<file path="src/rtl/mux16_rr_arbiter.sv">
// mux16_rr_arbiter
// Round-robin arbiter that drives the select of a shared 16:1 mux and a
// one-hot grant. A tenure ends when the owner pulses done, when the owner
// drops its request, or when the hold limit is reached. Every release is
// followed by a one-cycle dead gap (REL) and then a cycle in IDLE, where the
// next owner is picked.
//
// Handshake: req is level-held by each requester. A requester owns the mux
// while gnt[i]=1. It may end its tenure early with a one-cycle done pulse or
// by dropping req[i]. Otherwise the arbiter force-releases it after MAX_HOLD
// cycles and flags this with a one-cycle timeout pulse. sel changes only when
// a new grant is issued, so the owner always sees a stable mux path.
module mux16_rr_arbiter #(
  parameter int unsigned MAX_HOLD = 8
) (
  input  logic        clk,
  input  logic        rst,
  input  logic [15:0] req,
  input  logic        done,
  output logic [3:0]  sel,
  output logic [15:0] gnt,
  output logic        busy,
  output logic        timeout,
  output logic [1:0]  dbg_state
);

  typedef enum logic [1:0] {
    S_IDLE  = 2'd0,
    S_GRANT = 2'd1,
    S_REL   = 2'd2
  } state_t;

  state_t      state_q;
  logic [3:0]  ptr_q;
  logic [3:0]  sel_q;
  logic [15:0] gnt_q;
  logic        busy_q;
  logic        timeout_q;
  logic [7:0]  hold_q;

  logic [3:0]  pick_idx;
  logic [3:0]  cand;
  logic        any_req;
  logic        own_req;
  logic        hold_hit;
  logic        release_now;

  // Circular priority scan: the lowest offset from ptr_q with a set request
  // wins. Scanning from the highest offset down lets the nearest one overwrite.
  always_comb begin
    pick_idx = ptr_q;
    cand     = ptr_q;
    for (int k = 15; k >= 0; k--) begin
      cand = ptr_q + 4'(k);
      if (req[cand]) begin
        pick_idx = cand;
      end
    end
  end

  assign any_req     = |req;
  assign own_req     = req[sel_q];
  assign hold_hit    = (hold_q == 8'(MAX_HOLD - 1));
  assign release_now = done | ~own_req | hold_hit;

  // Arbitration FSM; every output is a register updated here.
  always_ff @(posedge clk) begin
    if (rst) begin
      state_q   <= S_IDLE;
      ptr_q     <= 4'd0;
      sel_q     <= 4'd0;
      gnt_q     <= 16'd0;
      busy_q    <= 1'b0;
      timeout_q <= 1'b0;
      hold_q    <= 8'd0;
    end else begin
      case (state_q)
        S_IDLE: begin
          timeout_q <= 1'b0;
          if (any_req) begin
            state_q <= S_GRANT;
            sel_q   <= pick_idx;
            gnt_q   <= 16'd1 << pick_idx;
            busy_q  <= 1'b1;
            hold_q  <= 8'd0;
          end
        end
        S_GRANT: begin
          hold_q <= hold_q + 8'd1;
          if (release_now) begin
            state_q   <= S_REL;
            gnt_q     <= 16'd0;
            busy_q    <= 1'b0;
            ptr_q     <= sel_q + 4'd1;
            // done and req-drop take precedence over the hold limit
            timeout_q <= hold_hit & ~done & own_req;
          end
        end
        S_REL: begin
          timeout_q <= 1'b0;
          state_q   <= S_IDLE;
        end
        default: begin
          state_q   <= S_IDLE;
          gnt_q     <= 16'd0;
          busy_q    <= 1'b0;
          timeout_q <= 1'b0;
        end
      endcase
    end
  end

  assign sel       = sel_q;
  assign gnt       = gnt_q;
  assign busy      = busy_q;
  assign timeout   = timeout_q;
  assign dbg_state = state_q;

endmodule

</file>
<file path="config.mk">
export PLATFORM = sky130hd
export DESIGN_NAME = mux16_rr_arbiter
export DESIGN_NICKNAME = d
export VERILOG_FILES = /design/src/rtl/mux16_rr_arbiter.sv
export SDC_FILE = /design/constraint.sdc
export NUM_CORES = 1
export LEC_CHECK = 0
export CORE_MARGIN = 2
export CORE_UTILIZATION = 50
export CTS_CLUSTER_DIAMETER = 40
export DETAILED_ROUTE_END_ITERATION = 7
export PLACE_DENSITY = 0.78
export SLEW_MARGIN = 25
export SYNTH_ARGS = -nofsm -noshare
export SYNTH_HDL_FRONTEND = slang
export SYNTH_SLANG_ARGS = --single-unit
export TNS_END_PERCENT = 10
</file>
<file path="constraint.sdc">
create_clock -name clk -period 8.87 [get_ports clk]
set_clock_uncertainty 0.05 [all_clocks]
set_input_delay 2.2175 -clock clk [delete_from_list [all_inputs] [get_ports clk]]
set_output_delay 2.2175 -clock clk [all_outputs]
set_load 0.005 [all_outputs]
</file>
==> results of run 1 <==
## where the power goes
part / switching (µW) / internal, µW
registers: 33.0 / 192
clock network: 58.3 / 83.1
logic: 677 / 493
total: 768 / 768
## kinds of logic after synthesis
family / Yosys count / synth area share (%)
compound gates: 104 / 21.6
xor+xnor: 23 / 5.47
fa+ha+maj: 9 / 3.06
buf+inv: 28 / 3.80
flops: 36 / 19.6
mux: 72 / 29.9
simple gates: 119 / 16.6
## through the flow
stage	worst slack (ns)	util [%]	hold WS, ns
detailed placement	3.00	58.0	0.414
CTS	3.32	59.6	0.436
global placement	3.01	58.0	0.415
finish	3.26	59.6	0.427
global route	3.05	59.6	0.455
floorplan	4.07	-	0.425
## Yosys cell counts, types with 10 or more instances
cell type and instances:
nor2_1 36, mux2i_1 31, mux4_2 23, nand2_1 22, xnor2_1 16, mux2_2 13
dfxtp_1 36, o21ai_0 12, nand3_1 10, nor3_1 10, a21oi_1 14, a22o_1 18
## state kept, by name (all words and copies together) (netlist names)
register,cells
gnt,16
hold_q,8
ptr_q,4
sel,4
dbg_state,2
busy,1
timeout,1
## area by class of cell
type	count	area, µm²
Inverter	8	30.0
Clock inverter	3	42.5
Multi-Input combinational cell	327	2830
Sequential cell	36	721
Tap cell	99	124
Timing Repair Buffer	48	465
Clock buffer	5	68.8
Fill cell	622	2900
## final timing paths
path / startpoint / slack, ns / end / cells after the start
worst min register to register: gnt[2] / 0.43 / gnt[2] / 1
worst max-delay path: req[14] / 3.26 / gnt[11] / 9
worst min-delay path: gnt[2] / 0.43 / gnt[2] / 1
worst max register to register: ptr_q[0] / 3.81 / gnt[11] / 12
## critical path: stages
cell and delay (ns):
clkdlybuf4s50_1 0.51, mux4_1 0.74, mux4_2 0.59, o21bai_1 0.18, a21oi_1 0.14, o21ai_0 0.14, a311oi_1 0.71, nor2_1 0.26
a22o_1 0.25
## layer usage
metal / part of all wire (%) / GRT usage (%) / up-vias
li1: - / - / 1618
met1: 44 / 38.9 / 1695
met2: 46 / 41.1 / 181
met3: 7.4 / 4.78 / 18
met4: 2.6 / 8.59 / 0
met5: 0 / 0 / -
==> impl_metrics.tcl, run 1 <==
set metrics [dict create \
    final_cell_mix "clkdlybuf4s50_1, nor2_1, dfxtp_1" \
    p_leak_uw 0.00151 \
    maxCapViolCount 0 \
    crit_path_end_kind "flip-flop" \
    crit_arrival_ns 5.74 \
    place_area_um2 4160 \
    setup_viol 0 \
    post-route-min-period_ns 5.61 \
    setup_tns_ns 0 \
    place.gp.congestion 1.02 \
    final_common_cell "clkdlybuf4s50_1" \
    num_vias 3512 \
    yosysWarningCount 0 \
    die_h_um 89.8 \
    cts_buffer_depth 2 \
    ant_nets 0 \
    fmax_mhz 178 \
    wl_per_cell_um 20.8 \
    finalHoldViolCount 0 \
    path_class "primary input to flip-flop" \
    clockRootBuffer "clkbuf_8" \
    synth.top_cell.area_share_pct 19.6 \
    synth-seq-cells 36 \
    tightest_slew_ns 0.897 \
    clock_latency_ns 0.29 \
    synth_area_leaders "dfxtp_1, mux4_2, mux2i_1" \
    nets 454 \
    synthCells 391 \
    grt_usage_pct 26.9 \
    rsz0062_at_grt "no" \
    grt_pass1_wl_um 17800 \
    yosysUniqueCellTypes 65 \
    cp_max_fo 10 \
    clkTransAtPathRegs_ns 0.07 \
    final_cell_area_um2 4280 \
    synth-async-reset-ratio_pct 0 \
    post-route-drc-count 0 \
    netlist_area_um2 3680 \
    start_util_pct 51.4 \
    grt_max_degree 28 \
    avgSynthCellArea_um2 9.42 \
    synth_seq_area_share_pct 19.6 \
    firstDrtPassIters 5 \
    synth_top_area_cell "dfxtp_1" \
    drt-initial-drc-count 315 \
    synth-main-ff-cell "dfxtp_1" \
    hpwlAfterDp_um 8140 \
    maxSlewViolCount 0 \
    power.total_uw 1540 \
    antenna_found_initial 0 \
    vias_per_cell 6.68 \
    drive_gt1_share_pct 15.0 \
    rows 31 \
    n_antenna_cell 0 \
    layout.cells.non_filler 526 \
    dp.cells 518 \
    ir_drop_v 0.000184 \
    dieArea_um2 8070 \
    slew_headroom_pct 40.0 \
    coreArea_um2 7180 \
    io_pins 43 \
    start_kind "primary input" \
    wl_um 10900 \
    synth_edf_count 0 \
    timing.final.crit_share_pct 63.3 \
    cp.required_ns 9.00 \
    p_per_area_nw_per_um2 359 \
    cts_resized 0 \
    port_buffers 42 \
    htreeDepth 2 \
    grt_overflow_total 0 \
    cts.sinks 36 \
    area_growth_syn_to_layout_pct 16.1 \
    grt_pass1_vias 3317 \
    worstHoldPathType "flip-flop to flip-flop" \
    outcome "completed" \
    numCtsBuffers 5 \
    die_w_um 89.8 \
    hold_buffers 0 \
    syn_nets 419 \
    cts_tree "yes" \
    postCtsSetupBuffers 0 \
]
Note: power is estimated with default switching activity, not from simulation.
==> inputs of run 2 (changes only) <==
==> constraint.sdc (replaced) <==
create_clock -name clk -period 5.6 [get_ports clk]
set_clock_uncertainty 0.05 [all_clocks]
set_input_delay 1.4 -clock clk [delete_from_list [all_inputs] [get_ports clk]]
set_output_delay 1.4 -clock clk [all_outputs]
set_load 0.005 [all_outputs]
==> impl_metrics.tcl, run 2 (synthesis results as in run 1) <==
set metrics [dict create \
    cts_resized 0 \
    cts_buffer_depth 2 \
    postCtsSetupBuffers 0 \
    start_util_pct 51.4 \
    final_cell_area_um2 4270 \
    crit_arrival_ns 4.85 \
    hold_path_end "gnt[3]" \
    p_per_area_nw_per_um2 574 \
    area_growth_syn_to_layout_pct 15.8 \
    post-route-min-period_ns 4.71 \
    coreArea_um2 7180 \
    port_buffers 42 \
    outcome "completed" \
    grt_max_degree 27 \
    nets 453 \
    slew_headroom_pct 44.1 \
    rr_worst_depth 9 \
    power.total_uw 2450 \
    place_area_um2 4160 \
    rows 31 \
    path_class "primary input to flip-flop" \
    p_leak_uw 0.00151 \
    place_ws_ns 0.644 \
    min-delay-start "gnt[3]" \
    ant_nets 0 \
    clock_latency_ns 0.29 \
    fin_ws_ns 0.888 \
    reg2reg_slack_ns 1.00 \
    r2r-start "ptr_q[0]" \
    setup_tns_ns 0 \
    firstDrtPassIters 6 \
    post-route-drc-count 0 \
    drive_gt1_share_pct 14.6 \
    fmax_mhz 212 \
    hold_buffers 0 \
    vias_per_cell 6.91 \
    clockRootBuffer "clkbuf_8" \
    timing.final.crit_share_pct 84.1 \
    ir_drop_v 0.000264 \
    cp.required_ns 5.74 \
    final_common_cell "clkdlybuf4s50_1" \
    n_antenna_cell 0 \
    worstHoldPathType "flip-flop to flip-flop" \
    worstSetupStartpoint "req[6]" \
    cts.sinks 36 \
    crit_path_end_kind "flip-flop" \
    cp_max_fo 10 \
    finalHoldViolCount 0 \
    grt_pass1_wl_um 17400 \
    grt_pass1_vias 3350 \
    rsz0062_at_grt "no" \
    hold_depth 1 \
    final_cell_mix "clkdlybuf4s50_1, nor2_1, dfxtp_1" \
    setup_viol 0 \
    rr_endpoint "gnt[9]" \
    die_w_um 89.8 \
    num_vias 3629 \
    grt_overflow_total 0 \
    fill_cells 614 \
    fin_util_pct 59.5 \
    hpwlAfterDp_um 8030 \
    cts_tree "yes" \
    start_kind "primary input" \
    antenna_found_initial 0 \
    numCtsBuffers 5 \
    wl_per_cell_um 20.7 \
    maxSlewViolCount 0 \
    die_h_um 89.8 \
    drt-initial-drc-count 511 \
    io_pins 43 \
    dieArea_um2 8070 \
    grt_usage_pct 26.4 \
    tightest_slew_ns 0.836 \
    htreeDepth 2 \
    largest_reg_flops 16 \
    place.gp.congestion 1.07 \
    maxCapViolCount 0 \
    wl_um 10900 \
    clkTransAtPathRegs_ns 0.07 \
]
run 2: changes by cell type in the layout (fill, tap and decap cells not counted), sizes merged:
cell / previous run / this run
clkinvlp: 1 / 0
buf: 6 / 5
clkbuf: 5 / 6
run 2: where the power goes:
group	internal (µW)	switching, µW	total (µW)
clock	132	93.0	225
sequential	305	64.9	370
combinational	784	1070	1860
total	1220	1230	2450
run 2: through the flow:
| step | std cells | hold WS [ns] |
|---|---|---|
| 2_1_floorplan | 391 | 0.425 |
| 3_3_place_gp | 517 | 0.414 |
| 3_5_place_dp | 517 | 0.417 |
| 4_1_cts | 525 | 0.435 |
| 5_1_grt | 525 | 0.457 |
| 6_report | 525 | 0.437 |
run 2: metal layers:
metal | global-route usage (%) | part of all wire (%) | vias to the layer above
met2 | 41.3 | 45 | 255
li1 | - | - | 1617
met1 | 37.3 | 41 | 1719
met5 | 0 | 0 | -
met4 | 9.23 | 3.3 | 0
met3 | 4.36 | 10 | 38
run 2: worst max-delay path by stage:
stage	end	slack, ns
3_3_place_gp	gnt[8]	0.73
5_1_grt	gnt[9]	0.79
2_1_floorplan	gnt[10]	1.54
4_1_cts	gnt[9]	0.95
6_report	gnt[9]	0.89
3_5_place_dp	gnt[9]	0.64
run 2: worst max-delay path, stage by stage:
cell	delay (ns)
clkdlybuf4s50_1	0.49
mux4_1	0.72
mux4_1	0.72
a211oi_1	0.27
o21a_1	0.15
nor4_1	0.04
a311oi_1	0.54
nor2_1	0.25
a22o_1	0.25
run 2: final cells by class:
class	count	area, µm²	area share, %
inverters	8	30.0	0.704
repair buffers	47	458	10.7
well taps	99	124	2.90
clock buffers	6	72.6	1.70
flip-flops and latches	36	721	16.9
multi-input cells	327	2830	66.2
clock inverters	2	35.0	0.821
==> inputs of run 3 (changes only) <==
==> constraint.sdc (replaced) <==
create_clock -name clk -period 4.76 [get_ports clk]
set_clock_uncertainty 0.05 [all_clocks]
set_input_delay 1.19 -clock clk [delete_from_list [all_inputs] [get_ports clk]]
set_output_delay 1.19 -clock clk [all_outputs]
set_load 0.005 [all_outputs]
==> impl_metrics.tcl, run 3 (synthesis results as in run 1) <==
set metrics [dict create \
    crit_path_end_kind "flip-flop" \
    cts_buffer_depth 2 \
    maxCapViolCount 0 \
    final_common_cell "clkdlybuf4s50_1" \
    grt_pass1_wl_um 17800 \
    maxSlewViolCount 0 \
    layout.cells.non_filler 534 \
    netSwitchingPower_uw 1430 \
    place.gp.congestion 1.04 \
    start_kind "primary input" \
    fmax_mhz 216 \
    timing.final.crit_share_pct 97.1 \
    final_cell_mix "clkdlybuf4s50_1, nor2_1, dfxtp_1" \
    rr_endpoint "gnt[12]" \
    clockRootBuffer "clkbuf_8" \
    num_vias 3615 \
    power.internal_uw 1430 \
    grt_pass1_vias 3392 \
    numCtsBuffers 5 \
    largest_reg_flops 16 \
    start_util_pct 51.4 \
    drive_gt1_share_pct 16.1 \
    coreArea_um2 7180 \
    io_pins 43 \
    hpwlAfterDp_um 8110 \
    cts.sinks 36 \
    post-route-min-period_ns 4.62 \
    cts_tree "yes" \
    die_w_um 89.8 \
    rsz0062_at_grt "no" \
    ant_nets 0 \
    p_leak_uw 0.00154 \
    dp.cells 526 \
    cp-endpoint "gnt[12]" \
    rr_worst_depth 9 \
    vias_per_cell 6.77 \
    grt_usage_pct 27.1 \
    grt_max_degree 27 \
    r2r-start "ptr_q[0]" \
    clock_latency_ns 0.28 \
    sw_frac_of_total_pct 50.0 \
    clockPowerShare_pct 7.8 \
    cp_max_fo 6 \
    final_cell_area_um2 4320 \
    crit_arrival_ns 4.79 \
    drt-initial-drc-count 450 \
    firstDrtPassIters 6 \
    setup_viol 0 \
    p_per_area_nw_per_um2 664 \
    outcome "completed" \
    die_h_um 89.8 \
    nets 462 \
    cp.required_ns 4.93 \
    n_antenna_cell 0 \
    path_class "primary input to flip-flop" \
    grt_overflow_total 0 \
    wl_um 10900 \
    place_area_um2 4220 \
    min-delay-start "gnt[5]" \
    slew_headroom_pct 50.9 \
    wl_per_cell_um 20.4 \
    clkTransAtPathRegs_ns 0.06 \
    htreeDepth 2 \
    finalHoldViolCount 0 \
    setup_tns_ns 0 \
    ir_drop_v 0.000378 \
    postCtsSetupBuffers 0 \
    seqPwrFrac_pct 14.8 \
    worstHoldPathType "flip-flop to flip-flop" \
    tightest_slew_ns 0.732 \
    area_growth_syn_to_layout_pct 17.1 \
    post-route-drc-count 0 \
    combPwrFrac_pct 77.4 \
    antenna_found_initial 0 \
    worstSetupStartpoint "req[7]" \
    port_buffers 42 \
    reg2reg_slack_ns 0.23 \
    rows 31 \
    dieArea_um2 8070 \
]
run 3: through the flow:
stage          power (µW)  hold slack, ns  utilization, %  worst slack, ns
2_1_floorplan        2010           0.425               -            0.702
3_3_place_gp         2570           0.415            58.9            0.173
3_5_place_dp         2570           0.415            58.9           0.0540
4_1_cts              2810           0.440            60.1            0.271
5_1_grt              3050           0.455            60.2           0.0519
6_report             2870           0.441            60.2            0.139
run 3: what timing repair did:
item / 4_1_cts / 5_1_grt
hold buffers: 0 / 0
setup endpoints to repair: 0 / 15
resized for setup: 0 / 1
run 3: area by class of cell:
class	count	area [µm²]
multi-input cells	327	2830
clock buffers	8	90.1
repair buffers	56	526
fillers	592	2860
flip-flops and latches	36	721
inverters	8	30.0
well taps	99	124
run 3: routing by layer:
| layer | share of wire (%) | wire length [µm] | vias to the layer above | GRT usage, % |
|---|---|---|---|---|
| met5 | 0 | 0 | - | 0 |
| met4 | 2.9 | 311 | 0 | 8.85 |
| met3 | 10 | 1090 | 46 | 4.61 |
| met2 | 44 | 4800 | 218 | 40.3 |
| met1 | 43 | 4690 | 1715 | 40.0 |
| li1 | - | - | 1636 | - |
run 3: critical path: stages:
cell and delay (ns):
clkdlybuf4s50_1 0.49, mux4_1 0.69, mux4_2 0.58, a2111oi_0 0.70
a211o_1 0.29, a31oi_4 0.13, nor3_1 0.49, a22o_1 0.22
run 3: worst min-delay path by stage:
| stage | endpoint | slack, ns | cells after the start |
|---|---|---|---|
| 2_1_floorplan | gnt[0] | 0.42 | 1 |
| 3_3_place_gp | gnt[7] | 0.41 | 1 |
| 3_5_place_dp | gnt[5] | 0.41 | 1 |
| 4_1_cts | gnt[5] | 0.44 | 1 |
| 5_1_grt | gnt[11] | 0.45 | 1 |
| 6_report | gnt[5] | 0.44 | 1 |
run 3: power groups by stage:
stage,clock [µW],combinational (µW),sequential [µW]
global placement,0,2140,430
CTS,226,2160,425
floorplan,0,1600,410
finish,224,2220,426
detailed placement,0,2140,429
global route,238,2380,432
